--- src/rtl/a2d_conv_intf_if.sv ---
// Bus between the slide-pot sequencer / ADC pins and the a2d_conv_intf SPI master.
// master: the converter's view; slave: the sequencer-plus-ADC side.
`timescale 1ns/1ps
interface a2d_conv_intf_if;
   logic        strt_cnv;
   logic [2:0]  chnnl;
   logic        cnv_cmplt;
   logic [11:0] res;
   logic        SS_n;
   logic        SCLK;
   logic        MOSI;
   logic        MISO;

   modport master (
      input  strt_cnv, chnnl, MISO,
      output cnv_cmplt, res, SS_n, SCLK, MOSI
   );

   modport slave (
      output strt_cnv, chnnl, MISO,
      input  cnv_cmplt, res, SS_n, SCLK, MOSI
   );
endinterface

--- src/rtl/a2d_conv_intf.sv ---
// SPI master for an ADC128S-class 8-channel ADC: one request runs an address
// frame, a short SS_n gap, and a data frame that returns the 12-bit result.
`timescale 1ns/1ps
module a2d_conv_intf #(
   parameter int SCLK_DIV_W = 5,
   parameter int GAP_CLKS   = 2
) (
   input logic             clk,
   input logic             rst,
   a2d_conv_intf_if.master bus
);

   localparam logic [2:0] IDLE = 3'd0;
   localparam logic [2:0] FRM1 = 3'd1;
   localparam logic [2:0] GAP  = 3'd2;
   localparam logic [2:0] FRM2 = 3'd3;
   localparam logic [2:0] DONE = 3'd4;

   localparam int GAP_W = (GAP_CLKS > 1) ? $clog2(GAP_CLKS) : 1;

   // Divider points: preset lands the first SCLK fall 9 clk into the frame.
   localparam logic [SCLK_DIV_W-1:0] DIV_ONES   = '1;
   localparam logic [SCLK_DIV_W-1:0] DIV_PRESET = DIV_ONES - SCLK_DIV_W'(8);
   localparam logic [SCLK_DIV_W-1:0] DIV_RISE   = DIV_ONES >> 1;
   localparam logic [SCLK_DIV_W-1:0] DIV_LAST   = DIV_ONES - SCLK_DIV_W'(2);

   logic [2:0]            state;
   logic [SCLK_DIV_W-1:0] div;
   logic [15:0]           shift_reg;
   logic [4:0]            bit_cnt;
   logic                  capture;
   logic                  ss_n;
   logic [GAP_W-1:0]      gap_cnt;
   logic [2:0]            chnnl_lat;
   logic [11:0]           res;
   logic                  cnv_cmplt;
   logic                  in_frame;
   logic                  accept;

   assign in_frame = (state == FRM1) || (state == FRM2);
   assign accept   = bus.strt_cnv && ((state == IDLE) || (state == DONE));

   // NOTE: all state uses non-blocking assignments; where two branches assign
   // the same flop in one edge, the later statement deliberately takes effect.
   always_ff @(posedge clk or posedge rst) begin
      if (rst) begin
         state     <= IDLE;
         div       <= '1;
         shift_reg <= '0;
         bit_cnt   <= '0;
         capture   <= 1'b0;
         ss_n      <= 1'b1;
         gap_cnt   <= '0;
         chnnl_lat <= '0;
         res       <= '0;
         cnv_cmplt <= 1'b0;
      end else begin
         case (state)
            FRM1, FRM2: begin
               div <= div + 1'b1;
               if (div == DIV_RISE) begin
                  capture <= bus.MISO;
                  bit_cnt <= bit_cnt + 1'b1;
               end
               if ((bit_cnt == 5'd16) && (div == DIV_LAST)) begin
                  // Final shift happens early so SS_n rises with SCLK still high.
                  shift_reg <= {shift_reg[14:0], capture};
                  ss_n      <= 1'b1;
                  div       <= '1;
                  gap_cnt   <= '0;
                  state     <= (state == FRM1) ? GAP : DONE;
               end else if ((div == DIV_ONES) && (bit_cnt != 5'd0)) begin
                  shift_reg <= {shift_reg[14:0], capture};
               end
            end
            GAP: begin
               gap_cnt <= gap_cnt + 1'b1;
               if (gap_cnt == GAP_W'(GAP_CLKS - 1)) begin
                  shift_reg <= {2'b00, chnnl_lat, 11'h000};
                  div       <= DIV_PRESET;
                  bit_cnt   <= '0;
                  ss_n      <= 1'b0;
                  state     <= FRM2;
               end
            end
            DONE: begin
               res       <= shift_reg[11:0];
               cnv_cmplt <= 1'b1;
               state     <= IDLE;
            end
            default: state <= IDLE;
         endcase

         if (accept) begin
            chnnl_lat <= bus.chnnl;
            shift_reg <= {2'b00, bus.chnnl, 11'h000};
            cnv_cmplt <= 1'b0;
            div       <= DIV_PRESET;
            bit_cnt   <= '0;
            ss_n      <= 1'b0;
            state     <= FRM1;
         end
      end
   end

   assign bus.SS_n      = ss_n;
   assign bus.SCLK      = ~in_frame | ss_n | div[SCLK_DIV_W-1];
   assign bus.MOSI      = shift_reg[15];
   assign bus.res       = res;
   assign bus.cnv_cmplt = cnv_cmplt;

endmodule

--- src/flat_wrapper.sv ---
// flat-port wrapper written by rule: the top's interface ports become plain ports
module a2d_conv_intf_flat 
#(
   parameter int SCLK_DIV_W = 5,
   parameter int GAP_CLKS   = 2
)
  (clk, rst, bus_strt_cnv, bus_chnnl, bus_MISO, bus_cnv_cmplt, bus_res, bus_SS_n, bus_SCLK, bus_MOSI);
  a2d_conv_intf_if bus_i ();
  input logic clk;
  input logic rst;
  input wire logic [$bits(bus_i.strt_cnv)-1:0] bus_strt_cnv;
  input wire logic [$bits(bus_i.chnnl)-1:0] bus_chnnl;
  input wire logic [$bits(bus_i.MISO)-1:0] bus_MISO;
  output wire logic [$bits(bus_i.cnv_cmplt)-1:0] bus_cnv_cmplt;
  output wire logic [$bits(bus_i.res)-1:0] bus_res;
  output wire logic [$bits(bus_i.SS_n)-1:0] bus_SS_n;
  output wire logic [$bits(bus_i.SCLK)-1:0] bus_SCLK;
  output wire logic [$bits(bus_i.MOSI)-1:0] bus_MOSI;
  assign bus_i.strt_cnv = bus_strt_cnv;
  assign bus_i.chnnl = bus_chnnl;
  assign bus_i.MISO = bus_MISO;
  assign bus_cnv_cmplt = bus_i.cnv_cmplt;
  assign bus_res = bus_i.res;
  assign bus_SS_n = bus_i.SS_n;
  assign bus_SCLK = bus_i.SCLK;
  assign bus_MOSI = bus_i.MOSI;
  a2d_conv_intf #(.SCLK_DIV_W(SCLK_DIV_W), .GAP_CLKS(GAP_CLKS)) u_core (.clk(clk), .rst(rst), .bus(bus_i));
endmodule
--- config.mk ---
export PLATFORM = sky130hd
export DESIGN_NAME = a2d_conv_intf_flat
export DESIGN_NICKNAME = d
export VERILOG_FILES = /design/src/rtl/a2d_conv_intf_if.sv /design/src/rtl/a2d_conv_intf.sv /design/src/flat_wrapper.sv
export SDC_FILE = /design/constraint.sdc
export NUM_CORES = 1
export LEC_CHECK = 0
export BUFFER_PORTS_ARGS = -buffer_cell sky130_fd_sc_hd__buf_2
export CORE_UTILIZATION = 30
export CTS_CLUSTER_SIZE = 14
export DETAILED_ROUTE_END_ITERATION = 10
export GPL_TIMING_DRIVEN = 0
export PLACE_DENSITY = 0.55
export SYNTH_ARGS = -nofsm -noshare
export SYNTH_HDL_FRONTEND = slang
export SYNTH_SLANG_ARGS = --single-unit
--- constraint.sdc ---
create_clock -name clk -period 2.25 [get_ports clk]
set_input_delay 0.1125 -clock clk [delete_from_list [all_inputs] [get_ports clk]]
set_output_delay 0.1125 -clock clk [all_outputs]
set_load 0.1 [all_outputs]
# Yosys cells after proc, flatten, opt, wreduce, memory -nomap -nowiden
# Index checks and enable logic that the tools add are counted.
# totals
input_bits	7
out_inout_bits	16
reg_bits	48
# classes
add_sub_neg	3
n_eq_ne	13
reduce_logical	18
n_bitwise	3
mux	26
# op_table
cell	n
$mux 16	4
$pmux 16 s2	1
$mux 5	6
$pmux 5 s2	2
$eq 5x5->1 const B	3
$mux 3	4
$add 5x1->5 const B	2
$ne 3x1->1 const B	3
$reduce_and 3->1	3
$reduce_and 2->1	4
$eq 3x2->1 const B	2
$mux 1	6
$pmux 3 s2	1
$eq 5x4->1 const B	1
$reduce_bool 5->1	1
$ne 4x1->1 const B	1
$pmux 1 s2	2
$reduce_bool 2->1	2
$eq 3x1->1 const B	1
$eq 3x3->1 const B	1
$logic_and 1x1->1	3
$logic_not 3->1	1
$reduce_bool 3->1	1
$logic_or 1x1->1	2
5 further kinds	6

# Longest topological paths before layout
# depth
ltp_word	6
depth_mapped	7
ltp_nobuf	6

# Least setup slack after synthesis
# OpenSTA, ideal clock, no wires.
# synth_path
kind	flip-flop to flip-flop
start	register u_core.bit_cnt[0]
end	register u_core.shift_reg[11]
path_stages_with_launch	7
arrival_time_ps	1909
slack_ps	216
n_path_buf	0
setup_time_ps	125
required_ps	2125
path_cell_list	dfrtp_1 > inv_1 > ha_1 > or3b_4 > o21a_1 > o31ai_4 > mux2_2
# synth_between
elab_chain_cells	5
word_cells_on_any_way	9
classes_between	eq/ne (2); mux (3); reduce/logical (4)
# synth_rtl
element	line	source
from (decl)	a2d_conv_intf.sv:30	logic [4:0] bit_cnt;
from (signal assigned)	a2d_conv_intf.sv:63	bit_cnt <= bit_cnt + 1'b1;
$eq 5x5->1	a2d_conv_intf.sv:65	if ((bit_cnt == 5'd16) && (div == DIV_LAST)) begin
$logic_and 1x1->1	a2d_conv_intf.sv:65	
$mux 16	a2d_conv_intf.sv:65	
$pmux 16 s2	a2d_conv_intf.sv:58	case (state)
$mux 16	a2d_conv_intf.sv:94	if (accept) begin
to (signal assigned)	a2d_conv_intf.sv:67	shift_reg <= {shift_reg[14:0], capture};
to (signal assigned)	a2d_conv_intf.sv:73	shift_reg <= {shift_reg[14:0], capture};
to (signal assigned)	a2d_conv_intf.sv:96	shift_reg <= {2'b00, bus.chnnl, 11'h000};
to (decl)	a2d_conv_intf.sv:29	logic [15:0] shift_reg;
# Parallel ways exist; a longest one is shown, timed or not.
# A chain may end at the register's enable or synchronous reset.

# Final worst setup path
# layout_path
start	register u_core.div[0]
end	register u_core.bit_cnt[4]
# layout_between
elab_chain_cells	3
# layout_rtl
element	line	source
from (decl)	a2d_conv_intf.sv:28	logic [SCLK_DIV_W-1:0] div;
from (signal assigned)	a2d_conv_intf.sv:60	div <= div + 1'b1;
$eq 5x4->1	a2d_conv_intf.sv:61	if (div == DIV_RISE) begin
$ne 3x1->1 (no line)	--	
$reduce_and 3->1 (no line)	--	
# Every way passes these cells.

==> summary.txt <==
Run status
  • Status: finished clean

Drt
  • Via density: 4.84
  • Via count: 1,506
  • Detailed Routing Iterations Pass 1: 4
  • # DRC: 0
  • Post-route ant nets: 0
  • DRT Wirelength: 4230 µm
  • Initial drt markers: 95
  • Routed length per placed instance: 13.6 µm

Cells and area
  • Most common cell after layout, fill and taps aside: dfrtp_1
  • Fin util: 0.372
  • Syn-to-layout area delta: 17.5%
  • Inserted Diodes: 0
  • Number of fill cells: 695
  • Nets@finish: 227
  • Layout Cells excl Fill: 311
  • Most frequent cells in the layout: 42 x dfrtp_1, 24 x buf_2, 17 x mux2_2
  • Share of layout cells above drive strength 1: 0.335
  • Largest register FFs: 16

Floorplan
  • DIE HEIGHT: 87.6 µm
  • Rows: 30
  • Width of the die: 87.6 µm
  • Initial Util: 0.316
  • Core ar.: 6940 µm²
  • Die ar.: 7670 µm²
  • Ports: 23

STA
  • Max Slew Vio Count: 0
  • FMAX: 478 MHz
  • Final min period: 2090 ps
  • RSZ-0062 raised after global routing: no
  • Least-Margin Pin Slew: 772 ps
  • Final setup fails: 0
  • Final Hold Viols: 0
  • Max_slew headroom: 0.484
  • Crit share post-route: 0.929
  • Skew final: 10.3 ps
  • Setup_tns: 0 ps

Hold path
  • Tightest Hold Check Type: in -> reg
  • Worst Min Path Start: bus_chnnl[0]

Power
  • Sw frac: 0.372
  • Cell-internal power: 1.80 mW
  • Reg power frac: 0.425
  • PD cells: 1110 nW/µm²
  • Clk pwr share: 0.223
  • Largest vdd supply drop: 0.000423 V
  • Sw Pwr: 1.07 mW
  • Comb power frac: 0.352
  • LEAKAGE: 1.24 nW

Global route
  • Largest net degree at the start of global routing: 38
  • First-pass GRT wire length: 7420 µm
  • Remaining global-route overflow: 0
  • GRT Total Usage: 0.128
  • Vias in the first global route: 1,491
  • Initial antenna violation count: 0

Logic synthesis
  • Synthesized cell area: 2200 µm²
  • Yosys warning count: 0
  • Synth Net Count: 195
  • Average size of a mapped cell: 12.1 µm²
  • Cells after Synth: 182
  • Register area share after synthesis: 0.550
  • Distinct cells, synth: 38
  • Number of synthesized register bits: 48

Placed design
  • Cell count after placement: 301
  • Final GP Congestion: 0.769
  • Count of input and output buffers: 22
  • Hpwl dp: 2960 µm

Critical path
  • Nature of the critical path startpoint: flop
  • WS Path Type: reg -> reg
  • Crit-path max FO: 6
  • Worst r2r src: u_core.div[0]$_DFFE_PP1P_
  • Nature of the critical path endpoint: flop
  • Critical Path AT: 2320 ps
  • Worst Setup SP: u_core.div[0]$_DFFE_PP1P_
  • Worst EP required: 2480 ps

Clocking
  • CTS H-tree depth: 2
  • Number of buffers created by CTS: 5
  • Worst-case clock buffer depth: 2
  • Sink Count: 48
  • CTS root buf: clkbuf_8
  • Clk_lat worst skew: 300 ps
  • Clk slew on worst S/H paths: 100 ps
  • CTS tree: yes

Flow run
  • Max-cap violations: 0
-- worst paths after layout --
kind	cells past startpoint	slack, ps	end
worst max-delay path	6	160	u_core.bit_cnt[4]$_DFFE_PP0P_
worst min-delay path	3	20	u_core.chnnl_lat[0]$_DFFE_PP0P_
worst max register to register	6	160	u_core.bit_cnt[4]$_DFFE_PP0P_
worst min register to register	2	480	u_core.chnnl_lat[1]$_DFFE_PP0P_
max in group asynchronous	4	1420	u_core.div[2]$_DFFE_PP1P_
min in group asynchronous	3	300	u_core.capture$_DFFE_PP0P_
-- worst max-delay path, stage by stage, from the launching register on --
cell and delay [ps]:
dfstp_2 590, ha_1 210, and3_1 210, ha_1 250, nor2_1 130, or4_1 480, a21oi_1 150
-- cell type report --
type | instances | area (µm²) | share of cell area
Tap cell | 96 | 120 | 0.0466
Clock inverter | 3 | 47.5 | 0.0184
Buffer | 7 | 51.3 | 0.0199
Timing Repair Buffer | 25 | 148 | 0.0572
Multi-Input combinational cell | 119 | 906 | 0.351
Clock buffer | 5 | 68.8 | 0.0267
Sequential cell | 48 | 1210 | 0.468
Inverter | 8 | 30.0 | 0.0116
-- per-stage QoR --
stage	hold slack, ps	power [mW]	worst slack [ps]	instance area, µm²
global placement	341	2.21	43.0	2430
detailed placement	81.4	2.23	51.2	2450
finish	20.8	2.87	159	2580
CTS	11.5	2.88	34.6	2570
global route	20.2	3.08	19.5	2580
floorplan	231	2.03	216	2200
-- power groups by stage --
stage                     logic, mW  registers [mW]  clock network, mW
after floorplan               0.734            1.29                  0
after global placement        0.985            1.23                  0
after detailed placement       1.00            1.23                  0
after CTS                      1.00            1.22              0.663
after global routing           1.13            1.25              0.701
final                          1.01            1.22              0.639
-- cells by family (layout without fill, tap and decap cells) --
group / after synthesis / count (layout) / synth area share
buffers and inverters: 15 / 48 / 0.0370
DFF: 48 / 48 / 0.550
adders and majority gates: 6 / 6 / 0.0342
and+or+nand+nor: 47 / 47 / 0.122
muxes: 20 / 20 / 0.101
AOI/OAI and AO/OA: 46 / 46 / 0.156
-- what timing repair did --
item | 4_1_cts | 5_1_grt
hold buffers | 1 | 0
endpoints found under the setup margin | 0 | 3
hold endpoints to repair | 6 | 0
gates resized for setup | 0 | 0
buffers inserted | 0 | 1
-- cells in the mapped netlist, drive strengths merged --
cell type   n  area (µm²)
ha          6        75.1
or4         3        23.8
o22ai       1        6.26
mux2i       3        30.0
dfrtp      42        1050
buf         5        43.8
clkbuf      2        7.51
o32a        1        10.0
a22oi       2        15.0
a21oi       8        40.0
nand2b      3        18.8
nand4       1        6.26
or2         1        6.26
nand3       6        30.0
o221ai      1        8.76
o21a        4        30.0
nor2        6        22.5
nor3        2        21.3
nor3b       4        30.0
o21ai      10        50.0
nand2      15        56.3
nor2b       1        6.26
or3b        2        22.5
o31a        1        8.76
inv         8        30.0
a22o       15         136
or3         2        17.5
mux2       17         191
and3        1        6.26
dfstp       6         158
o31ai       3        36.3
-- layer usage --
metal  vias to the layer above  routed length (µm)  track usage
li1                        725                   -            -
met1                       752                2090        0.182
met2                        24                1930        0.190
met3                         5                 139       0.0264
met4                         0                  72       0.0492
met5                         -                   0            0
(Power assumes the default switching activity.)
